$ cat src/rtl/sobel_addsub_pipe.sv
// rtl/sobel_addsub_pipe.sv - pipelined add / subtract / absolute-difference unit for the Sobel gradient path
//
// Ports:
//   clk, rst             clock, asynchronous active-high reset
//   in_valid, in_ready   input handshake (in_ready is combinational)
//   a, b                 unsigned BITWIDTH-bit operands
//   op                   00 add, 01 a-b, 10 |a-b|, 11 add
//   out_valid, out_ready output handshake
//   ans_out, cout        result and carry / no-borrow (a >= b) flag
//
// Parameters: BITWIDTH (>= 2), STAGES (must divide BITWIDTH).
// Optional macro SOBEL_ADDSUB_SAT_EN: saturating add/sub in the final stage.
// Latency is STAGES+1 cycles; the whole pipe stalls together when the output is blocked.

module sobel_addsub_pipe #(
    parameter int BITWIDTH = 8,
    parameter int STAGES   = 2
) (
    input  logic                clk,
    input  logic                rst,
    input  logic                in_valid,
    output logic                in_ready,
    input  logic [BITWIDTH-1:0] a,
    input  logic [BITWIDTH-1:0] b,
    input  logic [1:0]          op,
    output logic                out_valid,
    input  logic                out_ready,
    output logic [BITWIDTH-1:0] ans_out,
    output logic                cout
);
    localparam int CHUNK = BITWIDTH / STAGES;

    logic                advance;
    logic                sub_in;
    logic [BITWIDTH-1:0] bcomp_in;

    // Carry-segment stage registers, index k holds the result of segment k
    logic                v_q  [STAGES];
    logic                v_d  [STAGES];
    logic [1:0]          op_q [STAGES];
    logic [1:0]          op_d [STAGES];
    logic [BITWIDTH-1:0] a_q  [STAGES];
    logic [BITWIDTH-1:0] a_d  [STAGES];
    logic [BITWIDTH-1:0] bc_q [STAGES];
    logic [BITWIDTH-1:0] bc_d [STAGES];
    logic [BITWIDTH-1:0] s_q  [STAGES];
    logic [BITWIDTH-1:0] s_d  [STAGES];
    logic                c_q  [STAGES];
    logic                c_d  [STAGES];
    logic [CHUNK:0]      seg  [STAGES];

    // Final stage registers
    logic                out_valid_q;
    logic                out_valid_d;
    logic [BITWIDTH-1:0] ans_q;
    logic [BITWIDTH-1:0] ans_d;
    logic                cout_q;
    logic                cout_d;

    logic [BITWIDTH-1:0] fin_s;
    logic                fin_c;
    logic [1:0]          fin_op;
    logic                unused_operands;

    assign advance  = !out_valid_q || out_ready;
    assign in_ready = advance;

    // Subtraction is a + ~b + 1: invert b and feed the +1 as the carry-in
    assign sub_in   = (op == 2'b01) || (op == 2'b10);
    assign bcomp_in = b ^ {BITWIDTH{sub_in}};

    always_comb begin
        seg[0] = {1'b0, a[0 +: CHUNK]} + {1'b0, bcomp_in[0 +: CHUNK]}
               + {{CHUNK{1'b0}}, sub_in};
        for (int k = 1; k < STAGES; k++) begin
            seg[k] = {1'b0, a_q[k-1][k*CHUNK +: CHUNK]} + {1'b0, bc_q[k-1][k*CHUNK +: CHUNK]}
                   + {{CHUNK{1'b0}}, c_q[k-1]};
        end
    end

    always_comb begin
        v_d  = v_q;
        op_d = op_q;
        a_d  = a_q;
        bc_d = bc_q;
        s_d  = s_q;
        c_d  = c_q;
        if (advance) begin
            v_d[0]              = in_valid;
            op_d[0]             = op;
            a_d[0]              = a;
            bc_d[0]             = bcomp_in;
            s_d[0]              = '0;
            s_d[0][0 +: CHUNK]  = seg[0][CHUNK-1:0];
            c_d[0]              = seg[0][CHUNK];
            for (int k = 1; k < STAGES; k++) begin
                v_d[k]                  = v_q[k-1];
                op_d[k]                 = op_q[k-1];
                a_d[k]                  = a_q[k-1];
                bc_d[k]                 = bc_q[k-1];
                s_d[k]                  = s_q[k-1];
                s_d[k][k*CHUNK +: CHUNK] = seg[k][CHUNK-1:0];
                c_d[k]                  = seg[k][CHUNK];
            end
        end
    end

    assign fin_s  = s_q[STAGES-1];
    assign fin_c  = c_q[STAGES-1];
    assign fin_op = op_q[STAGES-1];

    always_comb begin
        out_valid_d = out_valid_q;
        ans_d       = ans_q;
        cout_d      = cout_q;
        if (advance) begin
            out_valid_d = v_q[STAGES-1];
            cout_d      = fin_c;
            ans_d       = fin_s;
            // No carry out means a < b, so the raw sum is the two's complement of |a-b|
            if (fin_op == 2'b10 && !fin_c) begin
                ans_d = ~fin_s + BITWIDTH'(1);
            end
`ifdef SOBEL_ADDSUB_SAT_EN
            if ((fin_op == 2'b00 || fin_op == 2'b11) && fin_c) begin
                ans_d = '1;
            end
            if (fin_op == 2'b01 && !fin_c) begin
                ans_d = '0;
            end
`endif
        end
    end

    // Operand chunks already summed have no further reader; fold them here to make that explicit
    always_comb begin
        unused_operands = 1'b0;
        for (int k = 0; k < STAGES; k++) begin
            unused_operands = unused_operands ^ (^a_q[k]) ^ (^bc_q[k]);
        end
    end

    always_ff @(posedge clk or posedge rst) begin
        if (rst) begin
            for (int k = 0; k < STAGES; k++) begin
                v_q[k]  <= 1'b0;
                op_q[k] <= 2'b00;
                a_q[k]  <= '0;
                bc_q[k] <= '0;
                s_q[k]  <= '0;
                c_q[k]  <= 1'b0;
            end
            out_valid_q <= 1'b0;
            ans_q       <= '0;
            cout_q      <= 1'b0;
        end else begin
            v_q         <= v_d;
            op_q        <= op_d;
            a_q         <= a_d;
            bc_q        <= bc_d;
            s_q         <= s_d;
            c_q         <= c_d;
            out_valid_q <= out_valid_d;
            ans_q       <= ans_d;
            cout_q      <= cout_d;
        end
    end

    assign out_valid = out_valid_q;
    assign ans_out   = ans_q;
    assign cout      = cout_q;

endmodule

$ cat config.mk
export PLATFORM = sky130hd
export DESIGN_NAME = sobel_addsub_pipe
export DESIGN_NICKNAME = d
export VERILOG_FILES = /design/src/rtl/sobel_addsub_pipe.sv
export SDC_FILE = /design/constraint.sdc
export NUM_CORES = 1
export LEC_CHECK = 0
export BUFFER_PORTS_ARGS = -buffer_cell sky130_fd_sc_hd__buf_2
export CORE_ASPECT_RATIO = 1.1
export CORE_MARGIN = 2
export CORE_UTILIZATION = 55
export CTS_BUF_LIST = sky130_fd_sc_hd__clkbuf_4
export DETAILED_ROUTE_END_ITERATION = 10
export MAX_ROUTING_LAYER = met4
export PLACE_DENSITY = 0.77
export RECOVER_POWER = 50
export SYNTH_ARGS = -nofsm -noshare
export SYNTH_HDL_FRONTEND = slang
export SYNTH_SLANG_ARGS = --single-unit
$ cat constraint.sdc
create_clock -name clk -period 3.1 [get_ports clk]
set_input_delay 0.155 -clock clk [delete_from_list [all_inputs] [get_ports clk]]
set_output_delay 0.155 -clock clk [all_outputs]
set_load 0.005 [all_outputs]
==> flow_summary_export.csv, run 1 <==
group,metric,value,unit
worst_setup_path,cp-end-kind,"flop",
synthesis,yosys.area_share.simple,0.101,
clock_tree,cts_tree,"done",
timing,fin_crit_sh,0.633,
timing,setup_ws,1.14,ns
timing,report.final.slew_viol_count,0,
finish,syn_to_final_growth,17.7,%
global_routing,gr-total-overflow,0,
global_routing,grt_pass1_vias,1368,
finish,drive_gt1_frac,0.266,
worst_setup_path,required,3.34,ns
routing,wl,3210,µm
worst_setup_path,cp-start-kind,"input port",
synthesis,seq_area_frac_synth,0.506,
hold_path,min_path_type,"input port to flop",
global_routing,grt_max_degree,55,
timing,max_freq,509,MHz
pwr,power_leakage,1.03,nW
synthesis,yosys_warnings,0,
clock_tree,cts_made_buffers,5,
clock_tree,clk_pin_slew,0.13,ns
timing,fin_crit,1.96,ns
clock_tree,clock-sinks,38,
finish,final_cell_area,2210,µm²
finish,layoutNonFillerInstCount,250,
timing,finalHoldViolCount,0,
finish,post-route-util,0.669,
synthesis,synth_area_per_cell,10.7,µm²
finish,num_antenna_cells,0,
timing,setup_viol,0,
timing,worst_pin_slew,0.997,ns
routing,drt_pass1_iterations,6,
clock_tree,clock_latency,0.35,ns
placement,port_buffers,32,
floorplan,start_util,0.569,
synthesis,synth_cell_type_count,27,
synthesis,syn_inst,176,
worst_setup_path,max_stage_delay,0.47,ns
synthesis,synth_fa_ha_area_frac,0.0786,
floorplan,coreArea,3300,µm²
finish,final_cell_mix,"dfrtp_1, buf_2, nor2_1",
job,maxCapViolCount,0,
timing,setup_tns,0,ns
pwr,peakVddDrop,0.516,mV
global_routing,globalRouteTotalUtil,0.207,
floorplan,die_area,3900,µm²
pwr,p_per_area,836,nW/µm²
routing,drtAntennaViolNets,0,
timing,holdWs,0.0230,ns
placement,dp_slack,0.743,ns
placement,place_hpwl,2330,µm
finish,finalNetCount,245,
floorplan,rows,22,
timing,maxSlewHeadroom,0.336,
synthesis,synth-xor-area-share,0.0833,
placement,dp_cells,238,
worst_setup_path,path_buf_inv,1,
worst_setup_path,cp_cell_sequence,"buf_2 -> xor2_2 -> xor2_1 -> ha_1 -> and4_4 -> or4_1 -> a31o_1",
synthesis,synth_seq_cells,38,
floorplan,io_pins,33,
finish,final_common_cell,"dfrtp_1",
placement,place_area,2070,µm²
routing,drt-vias-per-instance,5.30,
placement,gp_congestion,0.805,
global_routing,grt_pass1_wl,5850,µm
synthesis,netlist_area,1880,µm²
timing,rsz0062_at_grt,"false",
clock_tree,root_buffer,"clkbuf_4",
synthesis,synth_top_family_by_area,"simple AND/OR/NAND/NOR gates",
synthesis,muxShareOfSynthArea,0.0893,
synthesis,synth_compound_area_frac,0.0999,
worst_setup_path,path_class,"input port to flop",
worst_setup_path,critPathTopFamily,"XOR/XNOR gates",
floorplan,die_h,65.3,µm
pwr,p_total,1.85,mW
routing,remaining_drc_errors,0,
finish,fillers,269,
worst_setup_path,critPathSlowestCell,"xor2_2",
worst_setup_path,critPathArrivalTime,2.20,ns
worst_setup_path,cp_max_fo,9,
clock_tree,cts_max_level,2,
clock_tree,cts_max_path_buffers,2,
routing,wl_per_cell,12.8,µm
synthesis,synth_top_area_frac,0.506,
synthesis,synthesis.nets,208,
routing,dr.first_iter.drc_count,45,
outcome,status,"finished, final reports clean",
synthesis,synth_top_cell_by_area,"dfrtp_1",
synthesis,synthTopCellsByArea,"dfrtp_1, mux2_2, a21oi_1",
floorplan,die_w,59.7,µm
global_routing,antenna_found_initial,0,
routing,num_vias,1324,
timing,fin_worst_skew,0.0189,ns
[layout make-up]
class | count | area (µm²) | share of cell area
Sequential cell | 38 | 951 | 0.430
Multi-Input combinational cell | 118 | 852 | 0.385
Timing Repair Buffer | 38 | 211 | 0.0956
Clock inverter | 3 | 68.8 | 0.0311
Inverter | 12 | 45.0 | 0.0204
Tap cell | 36 | 45.0 | 0.0204
Clock buffer | 5 | 37.5 | 0.0170
[registers in the layout, indices dropped and copies added, names as in the netlist]
register,count
ans_out,8
fin_s,8
a_q,4
bc_q,4
s_q,4
fin_op,2
op_q,2
v_q,2
c_q,1
cout,1
fin_c,1
out_valid,1
[metal layers]
metal	wire length, µm	up-vias	share of wire	GRT usage
met4	37	0	0.012	0.0722
met1	1420	621	0.44	0.242
met3	149	4	0.046	0.0531
met5	0	-	0	-
met2	1600	37	0.50	0.344
li1	-	662	-	-
[cell usage after synthesis]
master	number
or4_1	1
ha_1	7
nor2b_1	2
a21oi_1	23
dfrtp_1	38
fa_1	3
nor2_1	25
inv_1	12
nor4bb_1	1
a21o_1	1
xor2_1	4
clkbuf_1	5
o21ai_0	6
buf_1	1
nand2b_1	2
a31o_1	1
or3b_2	1
xnor2_1	12
nor3_1	3
and4_4	1
o31ai_1	1
mux2_2	14
nand2_1	5
xor2_2	1
a31oi_1	3
mux2i_1	1
buf_2	2
[worst register-to-register path, cell delays in order, from the launching register on]
cell and delay (ns):
dfrtp_1 0.35, inv_1 0.07, fa_1 0.47, fa_1 0.41, o21ai_0 0.18, a21oi_1 0.09
a21oi_1 0.15
[final timing paths]
kind	endpoint	startpoint	slack [ns]	cells past startpoint
max in group asynchronous	fin_s[0]$_DFFE_PP0P_	rst	2.32	4
setup / recovery	s_q[11]$_DFFE_PP0P_	op[1]	1.14	7
hold reg to reg	fin_s[1]$_DFFE_PP0P_	s_q[9]$_DFFE_PP0P_	0.49	2
setup reg to reg	fin_c$_DFFE_PP0P_	a_q[12]$_DFFE_PP0P_	1.31	6
hold / removal	v_q[1]$_DFFE_PP0P_	in_valid	0.02	2
min in group asynchronous	cout$_DFFE_PP0P_	rst	0.44	4
[report_power, final]
group | internal [mW] | total [mW] | switching [mW]
Clock | 0.252 | 0.424 | 0.172
Sequential | 0.683 | 0.804 | 0.121
Combinational | 0.314 | 0.620 | 0.306
Total | 1.25 | 1.85 | 0.599
[timing repair]
action	in CTS	in global routing
gates resized for setup	0	0
hold buffers	3	1
hold endpoints to repair	40	1
setup buffers	0	0
endpoints found under the setup margin	0	0
[kinds of logic after synthesis]
logic type                 count (synthesis)
and+or+nand+nor                           41
DFF                                       38
AOI/OAI and AO/OA                         35
buffers and inverters                     20
xor gates and xnor gates                  17
muxes                                     15
adders and majority gates                 10
Power figures use the tool's default switching activity.
==> inputs of run 2 (changes only) <==
- ABC_AREA: not set -> 1
- CORE_UTILIZATION: 55 -> 52
- PLACE_DENSITY: 0.77 -> 0.76
- clock period: 3.1 -> 1.75 ns (I/O delays scaled with it)
==> flow_summary_export.csv, run 2 <==
group,metric,value,unit
global_routing,grt_pass1_vias,1250,
global_routing,grt_max_degree,43,
synthesis,synthesis.nets,261,
synthesis,syn_inst,229,
synthesis,synth_compound_area_frac,0.104,
pwr,p_total,3.20,mW
clock_tree,cts_max_path_buffers,2,
synthesis,synth_top_cell_by_area,"dfrtp_1",
synthesis,synth_area_per_cell,8.53,µm²
synthesis,synth_edf_count,0,
clock_tree,clk_pin_slew,0.12,ns
worst_setup_path,cp_cell_sequence,"inv_1 -> fa_2 -> fa_1 -> nor2_1 -> nand3b_1 -> o21ai_1",
synthesis,synthTopCellsByArea,"dfrtp_1, nand2_1, inv_1",
synthesis,synth_cell_type_count,28,
worst_setup_path,critPathSlowestCell,"fa_2",
synthesis,synth_commonest_cells,"nand2_1, dfrtp_1, inv_1",
routing,dr.first_iter.drc_count,40,
finish,syn_to_final_growth,16.7,%
global_routing,grtUsageMet3,0.0493,
timing,setup_viol,0,
routing,remaining_drc_errors,0,
floorplan,rows,23,
synthesis,async_flop_share,1.00,
timing,setup_tns,0,ns
pwr,peakVddDrop,0.637,mV
timing,max_freq,621,MHz
timing,rsz0062_at_grt,"false",
finish,multiInputGateArea,846,µm²
placement,gp_congestion,0.829,
synthesis,muxShareOfSynthArea,0,
timing,fin_crit_sh,0.920,
finish,finalNetCount,300,
pwr,pwr-share-comb,0.377,
worst_setup_path,critPathArrivalTime,1.84,ns
finish,fillers,322,
floorplan,die_h,68.3,µm
pwr,p_per_area,1400,nW/µm²
finish,final_cell_mix,"nand2_1, dfrtp_1, buf_2",
timing,fin_crit,1.61,ns
synthesis,yosys.area_share.simple,0.208,
worst_setup_path,path_class,"flop to flop",
outcome,status,"finished, final reports clean",
clock_tree,cts_made_buffers,5,
finish,drive_gt1_frac,0.208,
placement,dp_cells,306,
finish,layoutNonFillerInstCount,319,
global_routing,met1_usage,0.192,
global_routing,grt_pass1_wl,5350,µm
timing,maxSlewHeadroom,0.398,
job,maxCapViolCount,0,
clock_tree,cts_tree,"done",
timing,fin_worst_skew,0.0100,ns
finish,final_common_cell,"nand2_1",
pwr,p_sw_frac,0.367,
worst_setup_path,cp-start-kind,"flop",
timing,finalHoldViolCount,0,
synthesis,synth_fa_ha_area_frac,0.0756,
synthesis,synth_top_area_frac,0.487,
floorplan,coreArea,3630,µm²
timing,report.final.slew_viol_count,0,
global_routing,globalRouteTotalUtil,0.171,
clock_tree,clock_latency,0.35,ns
pwr,clkPwrFrac,0.181,
synthesis,synth_seq_cells,38,
clock_tree,clock-sinks,38,
global_routing,busiest_layer,"met2",
worst_setup_path,max_stage_delay,0.41,ns
placement,port_buffers,32,
timing,worst_pin_slew,0.903,ns
worst_setup_path,cp-end-kind,"flop",
clock_tree,cts_max_level,2,
routing,drt_pass1_iterations,4,
placement,dp_slack,0.0766,ns
finish,ff_latch_area,951,µm²
routing,wl_per_cell,10.3,µm
clock_tree,root_buffer,"clkbuf_4",
synthesis,ys.flop_type,"dfrtp_1",
pwr,power_frac_seq,0.442,
finish,post-route-util,0.628,
pwr,p_switching,1.17,mW
worst_setup_path,cp_max_fo,2,
routing,num_vias,1506,
pwr,p_int,2.02,mW
routing,drtAntennaViolNets,0,
floorplan,io_pins,33,
worst_setup_path,required,1.98,ns
worst_setup_path,path_buf_inv,1,
synthesis,yosysMostFrequentCell,"nand2_1",
floorplan,die_area,4260,µm²
worst_setup_path,critPathTopFamily,"adder cells",
timing,setup_ws,0.141,ns
global_routing,gr-total-overflow,0,
finish,num_antenna_cells,0,
synthesis,seq_area_frac_synth,0.487,
routing,drt-vias-per-instance,4.72,
synthesis,netlist_area,1950,µm²
synthesis,synth_top_family_by_area,"simple AND/OR/NAND/NOR gates",
global_routing,antenna_found_initial,0,
floorplan,die_w,62.4,µm
placement,place_hpwl,2300,µm
routing,wl,3280,µm
synthesis,yosys_warnings,0,
synthesis,synth-xor-area-share,0.0448,
global_routing,use_met2,0.285,
pwr,power_leakage,1.20,nW
hold_path,min_path_type,"input port to flop",
floorplan,start_util,0.539,
run 2: cell count changes in the layout (fill, tap and decap cells not counted), sizes merged, moves of 10 or more:
| cell | change |
|---|---|
| nand3 | +10 |
| o21ai | +23 |
| inv | +19 |
| a21oi | -18 |
| nand2 | +62 |
| mux2 | -14 |
| xnor2 | -11 |
run 2: worst register-to-register path, delay by kind of cell, from the launching register on:
| kind | cells | cell delay, ns |
|---|---|---|
| AO/OA/AOI/OAI | 1 | 0.07 |
| AND/OR/NAND/NOR | 2 | 0.24 |
| buffers and inverters | 1 | 0.06 |
| adder cells (fa/ha/maj) | 2 | 0.80 |
| flip-flops | 1 | 0.34 |
run 2: path summary, 6_finish.rpt:
check	start	end	slack [ns]	depth (start not counted)
max in group asynchronous	rst	bc_q[13]$_DFFE_PP0P_	0.65	4
min in group asynchronous	rst	ans_out[4]$_DFFE_PP0P_	0.54	4
worst min-delay path	a[4]	a_q[12]$_DFFE_PP0P_	0.0005	3
worst max-delay path	a_q[12]$_DFFE_PP0P_	fin_s[6]$_DFFE_PP0P_	0.14	6
worst max register to register	a_q[12]$_DFFE_PP0P_	fin_s[6]$_DFFE_PP0P_	0.14	6
worst min register to register	v_q[0]$_DFFE_PP0P_	out_valid$_DFFE_PP0P_	0.47	1
run 2: layout make-up:
cell class | instances | area share
Multi-Input combinational cell | 153 | 0.371
Tap cell | 50 | 0.0275
Sequential cell | 38 | 0.417
Timing Repair Buffer | 39 | 0.0977
Inverter | 31 | 0.0522
Clock buffer | 5 | 0.0165
Clock inverter | 3 | 0.0176
run 2: logic make-up (layout without fill, tap and decap cells):
logic type | Yosys count | count (layout)
xor gates and xnor gates | 10 | 10
DFF | 38 | 38
adders and majority gates | 10 | 10
buffers and inverters | 38 | 78
and+or+nand+nor | 95 | 95
AOI/OAI and AO/OA | 38 | 38
run 2: power groups by stage:
stage / logic, mW / clock network (mW) / registers (mW)
finish: 1.21 / 0.579 / 1.41
global route: 1.39 / 0.636 / 1.46
CTS: 1.22 / 0.595 / 1.42
detailed placement: 1.21 / 0 / 1.43
global placement: 1.17 / 0 / 1.42
floorplan: 0.902 / 0 / 1.42
run 2: timing repair:
| action | 4_1_cts | 5_1_grt |
|---|---|---|
| setup endpoints to repair | 0 | 1 |
| gates resized for setup | 0 | 1 |
| endpoints found under the hold margin | 42 | 0 |
| hold buffers | 5 | 0 |
| setup buffers | 0 | 0 |
run 2: per-layer routing:
layer  wire length, µm  vias to the layer above
li1                  -                      794
met1              1500                      679
met2              1590                       28
met3               130                        5
met4                68                        0
met5                 0                        -
run 2: per-stage QoR:
| step | hold slack (ns) | cell area, µm² |
|---|---|---|
| after floorplan | 0.197 | 1950 |
| after global placement | 0.217 | 2150 |
| after detailed placement | 0.219 | 2150 |
| after CTS | 0.000818 | 2280 |
| after global routing | 0.0257 | 2280 |
| final | 0.000500 | 2280 |
